[src/rtl/uart_bus_master.sv]
// uart_bus_master: parses write/read command frames from a UART byte stream,
// runs one 32-bit transaction on the picorv32 native bus and streams the
// response bytes back towards the UART transmitter.
module uart_bus_master #(
  parameter int FRAME_TIMEOUT = 100000,
  parameter int BUS_TIMEOUT   = 1024
) (
  input  logic        clk,
  input  logic        resetn,
  input  logic        rx_valid,
  input  logic [7:0]  rx_data,
  output logic        tx_valid,
  output logic [7:0]  tx_data,
  input  logic        tx_ready,
  output logic        mem_valid,
  output logic        mem_instr,
  output logic [31:0] mem_addr,
  output logic [31:0] mem_wdata,
  output logic [3:0]  mem_wstrb,
  input  logic        mem_ready,
  input  logic [31:0] mem_rdata,
  output logic        hold_cpu,
  output logic        overrun
);

  localparam int FW = $clog2(FRAME_TIMEOUT + 1);
  localparam int BW = $clog2(BUS_TIMEOUT + 1);

  localparam logic [7:0] CMD_WRITE = 8'h57;
  localparam logic [7:0] CMD_READ  = 8'h52;
  localparam logic [7:0] RSP_ACK   = 8'h06;
  localparam logic [7:0] RSP_NAK   = 8'h15;

  typedef enum logic [2:0] {S_IDLE, S_ADDR, S_DATA, S_BUS, S_RESP} state_e;

  state_e          state_q, state_d;
  logic            is_write_q, is_write_d;
  logic [1:0]      idx_q, idx_d;        // byte index while collecting or sending
  logic [1:0]      last_q, last_d;      // index of the final response byte
  logic [31:0]     addr_q, addr_d;
  logic [31:0]     wdata_q, wdata_d;
  logic [31:0]     resp_q, resp_d;      // response bytes, LSB sent first
  logic            mem_valid_q, mem_valid_d;
  logic            overrun_q, overrun_d;
  logic [FW-1:0]   frame_cnt_q, frame_cnt_d;
  logic [BW-1:0]   bus_cnt_q, bus_cnt_d;
  logic            frame_timeout;

  // Inter-byte gap limit reached while a frame is still being collected.
  always_comb begin
    frame_timeout = ((state_q == S_ADDR) || (state_q == S_DATA)) &&
                    (frame_cnt_q == FW'(FRAME_TIMEOUT - 1));
  end

  // Next-state and datapath updates for the frame/bus/response sequencer.
  always_comb begin
    // NOTE: every _d gets its hold value first so no path through the case
    // leaves a signal unassigned, which would otherwise infer a latch.
    state_d     = state_q;
    is_write_d  = is_write_q;
    idx_d       = idx_q;
    last_d      = last_q;
    addr_d      = addr_q;
    wdata_d     = wdata_q;
    resp_d      = resp_q;
    mem_valid_d = mem_valid_q;
    overrun_d   = overrun_q;
    frame_cnt_d = '0;
    bus_cnt_d   = '0;

    unique case (state_q)
      S_IDLE: begin
        if (rx_valid) begin
          is_write_d = (rx_data == CMD_WRITE);
          idx_d      = 2'd0;
          if ((rx_data == CMD_WRITE) || (rx_data == CMD_READ)) begin
            state_d = S_ADDR;
          end else begin
            resp_d  = {24'h0, RSP_NAK};
            last_d  = 2'd0;
            state_d = S_RESP;
          end
        end
      end
      S_ADDR, S_DATA: begin
        // A byte coinciding with the timeout is dropped without overrun.
        if (frame_timeout) begin
          state_d = S_IDLE;
        end else if (rx_valid) begin
          idx_d = idx_q + 2'd1;
          if (state_q == S_ADDR) addr_d  = {rx_data, addr_q[31:8]};
          else                   wdata_d = {rx_data, wdata_q[31:8]};
          if (idx_q == 2'd3) begin
            state_d = ((state_q == S_ADDR) && is_write_q) ? S_DATA : S_BUS;
          end
        end else begin
          frame_cnt_d = frame_cnt_q + FW'(1);
        end
      end
      S_BUS: begin
        idx_d = 2'd0;
        if (!mem_valid_q) begin
          mem_valid_d = 1'b1;
        end else if (mem_ready) begin
          mem_valid_d = 1'b0;
          resp_d      = is_write_q ? {24'h0, RSP_ACK} : mem_rdata;
          last_d      = is_write_q ? 2'd0 : 2'd3;
          state_d     = S_RESP;
        end else if (bus_cnt_q == BW'(BUS_TIMEOUT - 1)) begin
          mem_valid_d = 1'b0;
          resp_d      = {24'h0, RSP_NAK};
          last_d      = 2'd0;
          state_d     = S_RESP;
        end else begin
          bus_cnt_d = bus_cnt_q + BW'(1);
        end
      end
      S_RESP: begin
        if (tx_ready) begin
          if (idx_q == last_q) begin
            idx_d   = 2'd0;
            state_d = S_IDLE;
          end else begin
            idx_d = idx_q + 2'd1;
          end
        end
      end
      default: state_d = S_IDLE;
    endcase

    // Bytes that arrive while the bus or response phase is busy are lost.
    if (rx_valid && ((state_q == S_BUS) || (state_q == S_RESP))) begin
      overrun_d = 1'b1;
    end
  end

  // State and datapath registers.
  always_ff @(posedge clk or negedge resetn) begin
    if (!resetn) begin
      // NOTE: the data registers are reset as well because they drive
      // mem_addr, mem_wdata and tx_data directly, which must read 0 in reset.
      state_q     <= S_IDLE;
      is_write_q  <= 1'b0;
      idx_q       <= 2'd0;
      last_q      <= 2'd0;
      addr_q      <= '0;
      wdata_q     <= '0;
      resp_q      <= '0;
      mem_valid_q <= 1'b0;
      overrun_q   <= 1'b0;
      frame_cnt_q <= '0;
      bus_cnt_q   <= '0;
    end else begin
      // NOTE: non-blocking assignments so every flop samples pre-edge values.
      state_q     <= state_d;
      is_write_q  <= is_write_d;
      idx_q       <= idx_d;
      last_q      <= last_d;
      addr_q      <= addr_d;
      wdata_q     <= wdata_d;
      resp_q      <= resp_d;
      mem_valid_q <= mem_valid_d;
      overrun_q   <= overrun_d;
      frame_cnt_q <= frame_cnt_d;
      bus_cnt_q   <= bus_cnt_d;
    end
  end

  // Output decode from registered state only.
  always_comb begin
    tx_valid  = (state_q == S_RESP);
    tx_data   = tx_valid ? resp_q[{idx_q, 3'b000} +: 8] : 8'h00;
    mem_valid = mem_valid_q;
    mem_instr = 1'b0;
    mem_addr  = {addr_q[31:2], 2'b00};
    mem_wdata = wdata_q;
    mem_wstrb = (mem_valid_q && is_write_q) ? 4'hF : 4'h0;
    hold_cpu  = (state_q != S_IDLE);
    overrun   = overrun_q;
  end

endmodule

[config.mk]
export PLATFORM = sky130hd
export DESIGN_NAME = uart_bus_master
export DESIGN_NICKNAME = d
export VERILOG_FILES = /design/src/rtl/uart_bus_master.sv
export SDC_FILE = /design/constraint.sdc
export NUM_CORES = 1
export LEC_CHECK = 0
export CAP_MARGIN = 20
export CORE_ASPECT_RATIO = 1.4
export CORE_MARGIN = 4
export CORE_UTILIZATION = 55
export CTS_CLUSTER_DIAMETER = 50
export CTS_CLUSTER_SIZE = 30
export DETAILED_ROUTE_END_ITERATION = 6
export DONT_BUFFER_PORTS = 1
export PLACE_DENSITY = 0.73
export SLEW_MARGIN = 20
export SYNTH_ARGS = -nofsm -noshare
export SYNTH_HDL_FRONTEND = slang
export SYNTH_SLANG_ARGS = --single-unit
[constraint.sdc]
create_clock -name clk -period 2.1 [get_ports clk]
set_input_delay 0.42 -clock clk [delete_from_list [all_inputs] [get_ports clk]]
set_output_delay 0.42 -clock clk [all_outputs]
set_load 0.02 [all_outputs]
======== Yosys cells after proc, flatten, opt, wreduce, memory -nomap -nowiden ========
Cells that the tools add are included.
storage, ports and cells
  register bits after elaboration ......... 134
  bits of input ports ..................... 45
  output and inout bits ................... 81
  word-level logic and storage cells ...... 99
cells by class
  add/sub/neg operators ................... 3
  equal/unequal tests ..................... 20
  shift-type cells ........................ 1
  mux-type cells .......................... 44
  bitwise operators ....................... 2
  reduce and logical (&&, ||, !) cells .... 18
operators by type and width
  operator                                                                  count
  32-bit two-way mux                                                        6
  32-bit case mux with 2 select lines                                       1
  17-bit two-way mux                                                        3
  11-bit two-way mux                                                        4
  32-bit by 6-bit indexed part select with 8-bit output                     1
  3-bit two-way mux                                                         10
  2-bit two-way mux                                                         11
  17-bit by 1-bit adder with 17-bit output (second input constant)          1
  17-bit equality test (second input constant)                              1
  8-bit by 7-bit equality test with 1-bit output (second input constant)    2
  3-bit case mux with 4 select lines                                        1
  11-bit by 1-bit adder with 11-bit output (second input constant)          1
  11-bit by 10-bit equality test with 1-bit output (second input constant)  1
  2-bit inequality test (second input constant)                             5
  5-bit AND reduction                                                       2
  3-bit inequality test (second input constant)                             3
  8-bit two-way mux                                                         1
  2-bit case mux with 4 select lines                                        1
  4-bit AND reduction                                                       2
  7-bit AND reduction                                                       1
  3-bit by 2-bit equality test with 1-bit output (second input constant)    2
  1-bit logical AND                                                         4
  1-bit two-way mux                                                         4
  4-bit two-way mux                                                         1
  15 further kinds                                                          19

======== Longest topological paths before layout ========
Gate-level depths: netlist of run 1.
  depth after elaboration ................. 7
  gate-level depth with buffers ........... 11

======== Worst setup path before layout of run 1 ========
Ideal clock, no wire load.
  path kind ............................... reg2out
  start ................................... register idx_q[0]
  end ..................................... output port tx_data[1]
  arrival time ............................ 1.660 ns
  required time ........................... 1.680 ns
  setup slack ............................. 0.020 ns
  stages on the path, launching flop included .. 4
  path buffers ............................ 1
  path through ............................ dfrtp_1 -> buf_1 -> mux4_2 -> and2_1
on the way
  word-level cells in the longest chain between the ends .. 2
RTL lines
  what                                                   line  source
  start: declaration                                     38    logic [1:0] idx_q, idx_d;
  start signal: assignment                               157   idx_q <= idx_d;
  32-bit by 6-bit indexed part select with 8-bit output  172   tx_data = tx_valid ? resp_q[{idx_q, 3'b000} +: 8] : 8'h00;
  8-bit two-way mux                                      172
  end: declaration                                       13    output logic [7:0] tx_data,
No other way between the ends.

======== Final worst setup path of run 1 ========
  start ................................... register idx_q[0]
  end ..................................... output port tx_data[0]
The elaborated chain is that of the path after synthesis.

==> results of run 1 <==
==> worst paths after layout <==
check	endpoint	depth (start not counted)
worst min register to register	resp_q[23]	2
min in group clk	resp_q[6]	2
worst min-delay path	addr_q[20]	0
worst max-delay path	tx_data[0]	3
worst max register to register	state_q[0]	6
max in group asynchronous	state_q[2]	0
==> cell usage in the layout (no fill, tap or decap), drive strengths merged, types with 4 or more instances in the layout <==
cell type and instances:
nand2 78, mux2 63, clkbuf 18, and3 5
nand3 18, buf 21, xnor2 9, inv 9
clkinv 6, o21ai 39, dfrtp 131, and2 12
nor3 5, nor2 36, nor2b 5, or2 4
nand4 6, xor2 15, mux4 8
==> state kept, by name, indices dropped and copies added (netlist names) <==
name,flops
frame_cnt_q,17
idx_q,2
resp_q,32
state_q,3
last_q,1
addr_q,30
is_write_q,1
bus_cnt_q,11
mem_valid,1
mem_wdata,32
overrun,1
==> per-layer routing <==
layer	up-vias	GRT usage, %	share of wire [%]
li1	1764	-	-
met1	1885	23.6	37
met2	124	35.0	52
met3	20	7.90	9.0
met4	0	8.67	2.0
met5	-	0	0
==> timing repair <==
action / in CTS / in global routing
cloned: 1 / 0
hold endpoints to repair: 131 / 131
endpoints found under the setup margin: 8 / 68
resized for setup: 22 / 7
buffers inserted: 0 / 0
==> kinds of logic after synthesis <==
family | count (synthesis) | synth area share [%]
buffers and inverters | 35 | 3.31
AO/OA/AOI/OAI | 54 | 5.48
other | 1 | 0.0644
XOR/XNOR | 24 | 3.61
flip-flops | 131 | 56.3
AND/OR/NAND/NOR | 186 | 15.2
adder cells (fa/ha/maj) | 4 | 0.816
multiplexers | 71 | 15.3
==> cell type report <==
cell class	count	area share, %
sequential	131	48.4
multi-input combinational	342	36.1
clock buffer	17	6.28
timing repair buffer	22	3.55
clock inverter	15	2.90
tap	138	2.55
inverter	4	0.222
==> metrics by stage <==
step,hold WS [ns],std cells,setup WS (ns),total power [µW]
floorplan,0.124,508,0.0204,3230
global placement,0.130,636,0.127,3360
finish,-0.302,669,0.00414,6470
CTS,-0.315,669,-0.0168,6500
detailed placement,0.129,636,0.0660,3380
global route,-0.325,669,-0.0440,6710
==> power by group through the flow <==
stage	Clock (µW)	Combinational, µW	Sequential, µW
after global placement	0	664	2700
after floorplan	0	562	2660
final	3080	729	2660
after global routing	3250	787	2670
after detailed placement	0	679	2700
after CTS	3120	724	2660
==> worst max-delay path: cells and delay by family, from the launching register on <==
kind	cells	cell delay (ns)
mux	1	0.50
buf+inv	1	0.16
simple gates	1	0.21
flops	1	0.40
==> key figures, run 1 <==
Outcome
  – Status: complete, but fails checks
  – Failing checks: hold timing

Route
  – Via Count: 3793
  – Initial DRC count: 271
  – Routed WL: 12100 µm
  – Antenna viol nets, final: 0
  – Vias per inst: 5.67
  – Drt first pass iters: 4
  – Drt drc: 0
  – Wire per inst: around 18 µm

Critical path
  – Endpoint type of the worst setup path: output pin
  – Worst path max stage delay: about 0.5 ns
  – R2r setup slk: about 0.10 ns
  – Worst-path cell chain: clkbuf_16, mux4_2, and2_4
  – Worst-path maximum fanout: 5
  – Req. time, crit path: 1.68 ns
  – Kind of critical path: register to output pin
  – Arr. time, crit path: 1.68 ns
  – Reg-to-Reg Start: bus_cnt_q[0]
  – CP startpoint: idx_q[0]
  – Worst setup SP type: register
  – Slowest cell on crit path: mux4_2

Pwr
  – Internal: between 4000 and 5000 µW
  – Part of the power in registers: 41.1%
  – Clk pwr share: between 40 and 50%
  – Pleak: 0.00315 µW
  – Switching power: approximately 1700 µW
  – Sw Share: 26.4%
  – Pwr Density: approximately 960 mW/mm²
  – Worst vdd ir: 653 µV
  – Logic pwr share: 11.3%

Yosys
  – Seq/Total Area, Yosys: roughly 56%
  – Cell taking the most area after synthesis: dfrtp_1
  – Number of synthesized register bits: 131
  – Number of synthesized flops with an enable pin: 0
  – Most used DFF post-synth: dfrtp_1
  – Synthesized area per cell: 11.5 µm²
  – Share of the synthesized area in the top cell type: between 50% and 60%
  – Most frequent cells after synthesis: dfrtp_1, nand2_1, mux2_1
  – Synth area leaders: dfrtp_1, mux2_1, nand2_1
  – Mapped Area: 0.00582 mm²
  – Synth cell types: 49
  – Ys Warns: 0
  – Ys async rst share: 100%
  – Most numerous cell in the Yosys netlist: dfrtp_1
  – Synthesized instance count: 506

Clock tree
  – Bufs on Longest Clock Path: 2
  – CTS tree: yes
  – Root Buffer: clkbuf_16
  – CTS Buf Count: 17
  – Insertion delay to the later sink of the worst-skew pair: 0.42 ns
  – Num Clock Sinks: 131
  – Worst-path clk slew: roughly 0.060 ns
  – H-Tree Depth: 4

Die
  – DIE AREA: 0.0123 mm²
  – Die width: 95.0 µm
  – # rows: 44
  – DIE HEIGHT: 130 µm
  – Core Area: 0.0103 mm²
  – Number of primary I/O pins: between 100 and 150
  – Initial core utilization: 56.3%

Final layout
  – Ant. Diodes: 0
  – Fin area: 0.00678 mm²
  – Final Core Density: 65.5%
  – Area growth from synthesis to layout: 16.3%
  – Filler cells: ~780
  – Reg area: between 0.003 and 0.004 mm²
  – Layout cells sized above 1: 16.2%
  – Area used by multi-input combinational logic: 0.00244 mm²
  – Fin nets: 566

STA
  – Final Cycle Share: 99.8%
  – Final hold slack: -0.302 ns
  – Fin. Hold Viols: 131
  – Fin. max-slew vios: 0
  – RSZ-0062 raised after global routing: true
  – Fin crit period: 2.10 ns
  – Setup TNS: 0 ns
  – Clock skew: just over 0.009 ns
  – Achievable clock frequency: between 0.4 and 0.5 GHz
  – Setup violations, final: 0

Min path
  – Worst Hold Class: primary input to async pin

Place
  – IO buf count: 0
  – HPWL after DPL: approximately 8000 µm
  – Placer congestion estimate: 0.771
  – Placed inst area: 0.00606 mm²

Global routing
  – Total track usage: around a fifth
  – Total grt overflow: 0
  – Pin count of the biggest net entering global routing: 132
  – First-pass GRT wire length: roughly 19000 µm
  – Vias in the first global route: 3869
  – Initial antenna violation count: 0

Job
  – Max-cap violations: 0
No activity file was read; power rests on OpenSTA's default activity.
==> run 2, diff against run 1 <==
- CTS_BUF_LIST: not set -> sky130_fd_sc_hd__clkbuf_4
- CTS_CLUSTER_SIZE: 30 -> 40
==> key figures, run 2 (same netlist as run 1, synthesis figures left out) <==
STA
  – Final Cycle Share: 106% (+6.2 points)
  – Achievable clock frequency: 0.449 GHz (-5.9%)
  – Worst setup margin: -0.127 ns (-0.131 ns)
  – Setup TNS: -0.796 ns (-0.796 ns)
  – Fin crit period: 2.23 ns (+0.131 ns)
  – Setup violations, final: 8 (+8)
  – RSZ-0062 raised after global routing: true
  – Clock skew: 0.0225 ns (+0.0135 ns)
  – Final hold slack: -0.446 ns (-0.144 ns)
  – Fin. Hold Viols: 131 (unchanged)
  – Fin. max-slew vios: 0 (unchanged)

Clock tree
  – Bufs on Longest Clock Path: 2 (unchanged)
  – Worst-path clk slew: 0.14 ns (+0.08 ns)
  – CTS tree: yes
  – H-Tree Depth: 4 (unchanged)
  – Root Buffer: clkbuf_4
  – CTS Buf Count: 17 (unchanged)
  – Insertion delay to the later sink of the worst-skew pair: 0.54 ns (+0.12 ns)
  – Num Clock Sinks: 131 (unchanged)

Final layout
  – Fin nets: 606 (+7.1%)
  – Fin area: 0.00688 mm² (+1.5%)
  – Layout cells sized above 1: 15.8% (-0.43 points)
  – Filler cells: 776 (-0.26%)
  – Most frequent cells in the layout: dfrtp_1, nand2_1, mux2_1, dlygate4sd3_1, nor2_1
  – Commonest non-fill, non-tap cell in the layout: dfrtp_1
  – Area growth from synthesis to layout: 18.0%
  – Final Core Density: 66.4% (+0.97 points)

Pwr
  – Pwr Density: 776 mW/mm² (-19%)
  – Pwr Total: 5340 µW (-18%)
  – Worst vdd ir: 550 µV (-16%)
  – Pleak: 0.00319 µW (+1.3%)

Critical path
  – Worst setup SP type: register
  – Arr. time, crit path: 1.81 ns (+0.13 ns)
  – Req. time, crit path: 1.68 ns (about the same)
  – Slowest cell on crit path: mux4_2
  – Endpoint type of the worst setup path: output pin
  – Worst-path maximum fanout: 4 (-1)
  – Worst Path Buf+Inv: 1 (unchanged)
  – Kind of critical path: register to output pin
  – Crit-path leading delay family: multiplexers
  – Worst-path cell chain: clkbuf_16, mux4_2, and2_4
  – Worst path max stage delay: 0.50 ns (about the same)

Place
  – IO buf count: 0 (unchanged)
  – Placer congestion estimate: 0.771 (unchanged)
  – Placed inst area: 0.00606 mm² (unchanged)
  – HPWL after DPL: 8020 µm (unchanged)

Route
  – Initial DRC count: 240 (-11%)
  – Via Count: 3928 (+3.6%)
  – Drt first pass iters: 4 (unchanged)
  – Wire per inst: 17.8 µm (-1.8%)
  – Vias per inst: 5.53 (-2.4%)
  – Drt drc: 0 (unchanged)
  – Routed WL: 12700 µm (+4.2%)
  – Antenna viol nets, final: 0 (unchanged)

Outcome
  – Status: complete, but fails checks
  – Failing checks: hold timing, setup timing

Die
  – DIE AREA: 0.0123 mm² (unchanged)
  – Initial core utilization: 56.3% (unchanged)
  – Number of primary I/O pins: 126 (unchanged)
  – DIE HEIGHT: 130 µm (unchanged)
  – # rows: 44 (unchanged)
  – Die width: 95.0 µm (unchanged)
  – Core Area: 0.0103 mm² (unchanged)

Global routing
  – GR peak layer: met2
  – Pin count of the biggest net entering global routing: 132 (unchanged)
  – First-pass GRT wire length: 20100 µm (+4.4%)
  – Total grt overflow: 0 (unchanged)
  – Grt met1 use: 25.5% (+1.9 points)
  – Initial antenna violation count: 1 (+1)
  – M2 GR Usage: 36.7% (+1.7 points)
  – Total track usage: 21.7% (+0.91 points)
  – Routing usage on met3: 7.44% (-0.46 points)
  – Vias in the first global route: 3945 (+2.0%)

Min path
  – Worst Hold Class: primary input to async pin

Job
  – Max-cap violations: 0 (unchanged)
-- run 2: changes by cell type in the layout (fill, tap and decap cells not counted), sizes merged --
cell	previous run	this run
dlygate4sd3	0	38
buf	21	23
diode	0	1
-- run 2: repair_timing --
item | in CTS | in global routing
buffers inserted | 1 | 1
resized for setup | 22 | 10
setup endpoints to repair | 8 | 77
pin swaps | 0 | 1
cloned | 1 | 0
hold buffers | 36 | 2
endpoints found under the hold margin | 176 | 132
-- run 2: routing by layer --
layer	share of wire (%)	vias to the layer above
met5	0	-
met2	52	138
met3	8.1	19
met4	1.8	0
li1	-	1853
met1	38	1918
-- run 2: final cells by class --
cell class	count	area [µm²]	share of cell area [%]
Timing Repair Buffer	62	636	9.24
Sequential cell	131	3280	47.8
Antenna cell	1	2.50	0.0364
Multi-Input combinational cell	342	2440	35.5
Clock buffer	17	128	1.86
Clock inverter	15	196	2.86
Tap cell	138	173	2.51
Inverter	4	15.0	0.218
-- run 2: power breakdown --
group          switching (µW)  leakage [µW]  total, µW  internal, µW
Sequential               85.0       0.00180       2660          2580
Clock                    1020      0.000170       1880           858
Combinational             461       0.00122        801           340
Total                    1560       0.00319       5340          3770
-- run 2: path summary, 6_finish.rpt --
| kind | start | end | slack [ns] | cells after the start |
|---|---|---|---|---|
| max in group asynchronous | resetn | state_q[2] | 2.38 | 0 |
| max | idx_q[0] | tx_data[0] | -0.13 | 3 |
| min | resetn | addr_q[5] | -0.45 | 0 |
| min reg2reg | frame_cnt_q[0] | frame_cnt_q[0] | 0.49 | 1 |
| min in group clk | mem_rdata[2] | resp_q[2] | 0.05 | 2 |
| max reg2reg | bus_cnt_q[0] | state_q[0] | 0.16 | 6 |
-- run 2: stage by stage --
stage	setup WS, ns	std cells
6_report	-0.127	710
5_1_grt	-0.210	710
4_1_cts	-0.178	706
3_5_place_dp	0.0660	636
3_3_place_gp	0.127	636
2_1_floorplan	0.0204	508
